File: src/rtl/seg_scan_decoder_pkg.sv
// Shared definitions for the multiplexed 7-segment scan decoder.
// Holds the FSM state type, the active-low segment constants and the
// 16-entry hex decode table so display drivers can reuse the same encoding.
// Segment bit order: bit6=a, bit5=b, ..., bit0=g; 0 lights a segment.
package seg_scan_decoder_pkg;

  typedef enum logic [1:0] {
    IDLE   = 2'd0,
    SETTLE = 2'd1,
    HELD   = 2'd2
  } state_t;

  // Single-segment active-low masks (only the named segment driven low).
  localparam logic [6:0] SEG_A_N     = 7'b0111111;
  localparam logic [6:0] SEG_B_N     = 7'b1011111;
  localparam logic [6:0] SEG_C_N     = 7'b1101111;
  localparam logic [6:0] SEG_D_N     = 7'b1110111;
  localparam logic [6:0] SEG_E_N     = 7'b1111011;
  localparam logic [6:0] SEG_F_N     = 7'b1111101;
  localparam logic [6:0] SEG_G_N     = 7'b1111110;
  localparam logic [6:0] SEG_BLANK_N = 7'b1111111;

  // Active-low glyphs for 0-9, A, b, C, d, E, F; index equals hex value.
  localparam logic [6:0] SEG_TABLE [16] = '{
    7'b0000001, 7'b1001111, 7'b0010010, 7'b0000110,
    7'b1001100, 7'b0100100, 7'b0100000, 7'b0001111,
    7'b0000000, 7'b0000100, 7'b0001000, 7'b1100000,
    7'b0110001, 7'b1000010, 7'b0110000, 7'b0111000
  };

  // True when exactly one active-low digit enable is asserted.
  function automatic logic onehot_low(input logic [3:0] an);
    return $onehot(~an);
  endfunction

endpackage

File: src/rtl/seg7_decode.sv
// Combinational 7-segment pattern to hex value lookup.
// Ports:
//   seg_n  - active-low segment pattern (bit6=a .. bit0=g)
//   value  - decoded hex value (0 when illegal)
//   legal  - 1 when seg_n matches an entry of the decode table
module seg7_decode
  import seg_scan_decoder_pkg::*;
(
  input  logic [6:0] seg_n,
  output logic [3:0] value,
  output logic       legal
);

  always_comb begin
    value = '0;
    legal = 1'b0;
    for (int unsigned i = 0; i < 16; i++) begin
      if (seg_n == SEG_TABLE[i]) begin
        value = 4'(i);
        legal = 1'b1;
      end
    end
  end

endmodule

File: src/rtl/seg_scan_decoder.sv
// Passive monitor for a 4-digit multiplexed 7-segment display.
// Synchronizes the scan lines, waits for each digit pattern to be stable
// for STABLE_CYCLES samples, decodes it and latches it into its slot.
// Slots not refreshed for STALE_CYCLES cycles are marked invalid.
// Ports:
//   clk, rst_n  - clock, asynchronous active-low reset
//   seg_n       - monitored segment lines, active-low (bit6=a .. bit0=g)
//   an_n        - monitored digit enables, active-low (bit i = digit i)
//   digits      - captured hex values, nibble i = digit i
//   valid_mask  - bit i set while slot i holds a fresh legal capture
//   upd/upd_idx - one-cycle pulse and slot index of each legal capture
//   code_err    - one-cycle pulse when a stable pattern is not decodable
module seg_scan_decoder
  import seg_scan_decoder_pkg::*;
#(
  parameter int unsigned STABLE_CYCLES = 4,
  parameter int unsigned STALE_CYCLES  = 1024
) (
  input  logic        clk,
  input  logic        rst_n,
  input  logic [6:0]  seg_n,
  input  logic [3:0]  an_n,
  output logic [15:0] digits,
  output logic [3:0]  valid_mask,
  output logic        upd,
  output logic [1:0]  upd_idx,
  output logic        code_err
);

  localparam int unsigned CW = $clog2(STABLE_CYCLES + 1);
  localparam int unsigned SW = $clog2(STALE_CYCLES + 1);

  logic [6:0]    seg_m, seg_s;
  logic [3:0]    an_m, an_s;
  state_t        state, state_nxt;
  logic [CW-1:0] cnt, cnt_nxt;
  logic [10:0]   pair, pair_nxt, cur;
  logic          cap;
  logic [1:0]    an_idx;
  logic [3:0]    dec_val;
  logic          dec_legal;
  logic [SW-1:0] stale [4];

  always_ff @(posedge clk or negedge rst_n) begin
    if (!rst_n) begin
      seg_m <= '1;
      seg_s <= '1;
      an_m  <= '1;
      an_s  <= '1;
    end else begin
      seg_m <= seg_n;
      seg_s <= seg_m;
      an_m  <= an_n;
      an_s  <= an_m;
    end
  end

  assign cur = {an_s, seg_s};

  always_comb begin
    an_idx = '0;
    for (int unsigned i = 0; i < 4; i++) begin
      if (!an_s[i]) an_idx = 2'(i);
    end
  end

  // A capture only happens while the current pair equals the recorded one,
  // so the live synchronized segments are what gets decoded.
  seg7_decode u_dec (
    .seg_n (seg_s),
    .value (dec_val),
    .legal (dec_legal)
  );

  // IDLE, a changed pair in SETTLE and a changed pair in HELD all share the
  // same entry rule: start a new dwell if one-hot-low, otherwise go idle.
  always_comb begin
    state_nxt = state;
    cnt_nxt   = cnt;
    pair_nxt  = pair;
    cap       = 1'b0;
    if (state == SETTLE && cur == pair) begin
      if (32'(cnt) + 32'd1 >= STABLE_CYCLES) begin
        cap       = 1'b1;
        state_nxt = HELD;
      end else begin
        cnt_nxt = cnt + 1'b1;
      end
    end else if (state == IDLE || cur != pair) begin
      if (onehot_low(an_s)) begin
        state_nxt = SETTLE;
        cnt_nxt   = CW'(1);
        pair_nxt  = cur;
      end else begin
        state_nxt = IDLE;
        cnt_nxt   = '0;
      end
    end
  end

  always_ff @(posedge clk or negedge rst_n) begin
    if (!rst_n) begin
      state <= IDLE;
      cnt   <= '0;
      pair  <= '1;
    end else begin
      state <= state_nxt;
      cnt   <= cnt_nxt;
      pair  <= pair_nxt;
    end
  end

  always_ff @(posedge clk or negedge rst_n) begin
    if (!rst_n) begin
      digits     <= '0;
      valid_mask <= '0;
      upd        <= 1'b0;
      upd_idx    <= '0;
      code_err   <= 1'b0;
      for (int unsigned i = 0; i < 4; i++) stale[i] <= '0;
    end else begin
      upd      <= cap & dec_legal;
      code_err <= cap & ~dec_legal;
      if (cap && dec_legal) upd_idx <= an_idx;
      for (int unsigned i = 0; i < 4; i++) begin
        if (cap && dec_legal && an_idx == 2'(i)) begin
          stale[i]         <= '0;
          digits[i*4 +: 4] <= dec_val;
        end else if (stale[i] != SW'(STALE_CYCLES)) begin
          stale[i] <= stale[i] + 1'b1;
        end
        // Capture wins over expiry; expiry clears on the edge the
        // counter reaches STALE_CYCLES.
        if (cap && an_idx == 2'(i)) begin
          valid_mask[i] <= dec_legal;
        end else if (stale[i] >= SW'(STALE_CYCLES - 1)) begin
          valid_mask[i] <= 1'b0;
        end
      end
    end
  end

endmodule

File: config.mk
export PLATFORM = sky130hd
export DESIGN_NAME = seg_scan_decoder
export DESIGN_NICKNAME = d
export VERILOG_FILES = /design/src/rtl/seg_scan_decoder_pkg.sv /design/src/rtl/seg7_decode.sv /design/src/rtl/seg_scan_decoder.sv
export SDC_FILE = /design/constraint.sdc
export NUM_CORES = 1
export LEC_CHECK = 0
export CAP_MARGIN = 30
export CORE_MARGIN = 3
export CORE_UTILIZATION = 59
export DETAILED_ROUTE_END_ITERATION = 8
export GPL_ROUTABILITY_DRIVEN = 0
export PLACE_DENSITY = 0.77
export SLEW_MARGIN = 15
export SYNTH_ARGS = -nofsm -noshare
export SYNTH_HDL_FRONTEND = slang
export SYNTH_SLANG_ARGS = --single-unit
File: constraint.sdc
create_clock -name clk -period 3.2 [get_ports clk]
set_input_delay 0.32 -clock clk [delete_from_list [all_inputs] [get_ports clk]]
set_output_delay 0.32 -clock clk [all_outputs]
set_load 0.1 [all_outputs]
==> flow_summary.toml <==
[status]
outcome = "finished clean"

[final_layout]
layout.nets = 542
diodes = 0
utilization_pct = 70.3
drive_above_1_share_pct = 18.0
syn_to_final_growth_pct = 12.5
multi_input_area_sq_um = 2380
fillCellCount = 585
final_cell_area_sq_um = 5950
seqCellArea_sq_um = 2690

[clocking]
ctsResizeCount = 0
cts_made_buffers = 9
clock_latency_ns = 0.37
cts-root-buf = "clkbuf_8"
cts_setup_buffers = 0
cts_tree = "built"
clk_transition_reported_paths_ns = 0.11
postCtsHoldBufs = 1
cts.sinks = 106
cts_buffer_depth = 2
cts_max_level = 3

[yosys]
synth_compound_area_share_pct = 9.63
post_synth.cell_area_avg_sq_um = 11.0
synth-simple-area-share_pct = 18.5
ys_top_cells_by_area = "dfrtp_1, dfstp_2, xor2_1, nor2_1, mux2_2"
synth-seq-area-share_pct = 50.9
synth_top_family_by_area = "simple AND/OR/NAND/NOR gates"
syn_nets = 504
yosys-top-cells-count = "dfrtp_1, nor2_1, dfstp_2, xor2_1, inv_1"
netlist.area_leader.share_pct = 34.5
netlist_instances = 479
async_reset_ff_share_pct = 100
yosys_warnings = 0
yosys.cell_types.count = 64
yosys.area.top_type = "dfrtp_1"
synth_seq_cells = 106
muxShareOfSynthArea_pct = 5.63
synth_fa_ha_area_share_pct = 2.98
ys.flop_type = "dfrtp_1"
synth_edf_count = 0
synth_most_common_cell = "dfrtp_1"
synthXorXnorAreaFrac_pct = 8.28
syn-cell-area_sq_um = 5290

[power]
pwr-share-comb_pct = 11.3
p_int_mw = 2.00
swShare_pct = 26.5
pwr-share-seq_pct = 57.0
switchingPower_mw = 0.719
power.leakage_nw = 2.49
cellPowerDensity_nw_per_um2 = 457
power.share.clock_pct = 31.6
irDropWorstVdd_v = 0.000413

[die]
die_area_sq_um = 10100
core_sq_um = 8460
initial_core_util_pct = 62.5
io_pins = 37
die_height_microns = 101
num_rows = 33
die_w_microns = 101

[grt]
overflow = 0
grt_pass1_vias = 3495
grt_antenna_before_repair = 0
grt_usage_pct = 20.5
grt_pass1_wl_microns = 16700
grt_max_degree = 56

[timing]
period_minus_slack_ns = 2.71
min_period_over_period_pct = 84.6
max_freq_ghz = 0.369
worstMarginPinSlew_ns = 0.989
fin_skew_ns = 0.0140
setup_viol_count_final = 0
rsz0062_at_grt = "false"
worst_slack_ns = 0.493
hold_viol_final = 0
setup_tns_ns = 0
relSlewSlack_pct = 33.9
final_max_slew_viol_count = 0

[place]
placed_area_sq_um = 5740
place_ws_ns = 0.525
portBuffers = 36
dp_hpwl_microns = 6750

[run]
timing.max_cap.violations = 0

[route]
wl_per_cell_microns = 15.2
drc = 0
first_iter_violations = 191
drtAntennaViolNets = 0
drtPass1Iterations = 4
via_count = 3565
vias_per_cell = 5.69
wl_microns = 9540

[critical_path]
r2r-start = "cnt[0]$_DFFE_PN0P_"
arrival_ns = 3.00
crit_fanout = 17
crit_start = "cnt[0]$_DFFE_PN0P_"
start_kind = "register"
worstPathRequired_ns = 3.49
end_kind = "register"
crit_type = "reg2reg"

[hold_path]
hold_class = "in2reg"
hold_path_startpoint = "seg_n[3]"
[layer usage]
layer | wire, microns | part of all wire [%] | global-route usage [%] | vias to the layer above
li1 | - | - | - | 1735
met5 | 0 | 0 | 0 | -
met3 | 305 | 3.2 | 3.94 | 14
met2 | 4640 | 49 | 33.1 | 63
met1 | 4440 | 46 | 27.9 | 1753
met4 | 157 | 1.6 | 6.94 | 0
[registers in the layout (all words and copies together), names as in the netlist]
register	flops
pair	11
seg_m	7
an_m	4
an_s	4
digits	16
valid_mask	4
upd	1
stale	44
seg_s	7
state	2
cnt	3
upd_idx	2
code_err	1
[placed cells by master, fill, tap and decap left out, drive strengths merged, types with 3 or more instances in the layout]
cell type      count
a21oi             14
nand3             19
nand2             22
and3               6
dfstp             33
o31ai              4
a211oi             4
o21ai              8
a21o               4
inv               29
ha                11
clkbuf             9
nand3b             3
o21bai             3
mux2              19
dfrtp             73
buf               11
clkdlybuf4s50     35
and2               3
nor3               8
xnor2             17
nor4               8
mux2i              8
nor3b              4
nor2              71
a311oi             4
nand4             14
and4               3
xor2              33
nand4b             3
nor4b              3
nand2b             5
[critical path, cell delays in order, from the launching register on]
cell and delay (ns):
dfrtp_1 0.45, ha_1 0.26, and2_1 0.21, a2111oi_4 0.38, nand4_4 0.36, a311oi_4 0.50, buf_4 0.26, mux2i_1 0.21
[through the flow]
stage	power, mW	hold slack, ns	cells
finish	2.72	0.340	627
global route	2.85	0.311	627
CTS	2.76	0.313	627
detailed placement	1.89	0.347	610
global placement	1.87	0.346	610
floorplan	1.79	0.0244	479
[kinds of logic after synthesis]
group / count (synthesis)
and+or+nand+nor: 181
adders and majority gates: 12
muxes: 27
AOI/OAI and AO/OA: 58
xor gates and xnor gates: 50
DFF: 106
buffers and inverters: 45
[power groups by stage]
| stage | Clock (mW) | Sequential, mW | Combinational (mW) |
|---|---|---|---|
| floorplan | 0 | 1.55 | 0.245 |
| global placement | 0 | 1.57 | 0.301 |
| global route | 0.941 | 1.56 | 0.340 |
| CTS | 0.895 | 1.55 | 0.314 |
| detailed placement | 0 | 1.58 | 0.311 |
| finish | 0.860 | 1.55 | 0.308 |
[final cells by class]
cell class	count	share of cell area, %
sequential	106	45.3
multi-input combinational	328	40.0
timing repair buffer	47	7.44
tap	105	2.21
clock buffer	9	2.08
inverter	25	1.58
clock inverter	7	1.39
[final timing paths]
check / depth (start not counted) / slack [ns] / end
min: 1 / 0.34 / seg_m[3]$_DFF_PN1_
max reg2reg: 7 / 0.49 / digits[6]$_DFFE_PN0P_
max in group asynchronous: 3 / 1.86 / digits[10]$_DFFE_PN0P_
min in group asynchronous: 2 / 0.51 / stale[37]$_DFFE_PN0P_
max: 7 / 0.49 / digits[6]$_DFFE_PN0P_
min reg2reg: 0 / 0.35 / seg_s[6]$_DFF_PN1_
Note: power is estimated with default switching activity, not from simulation.
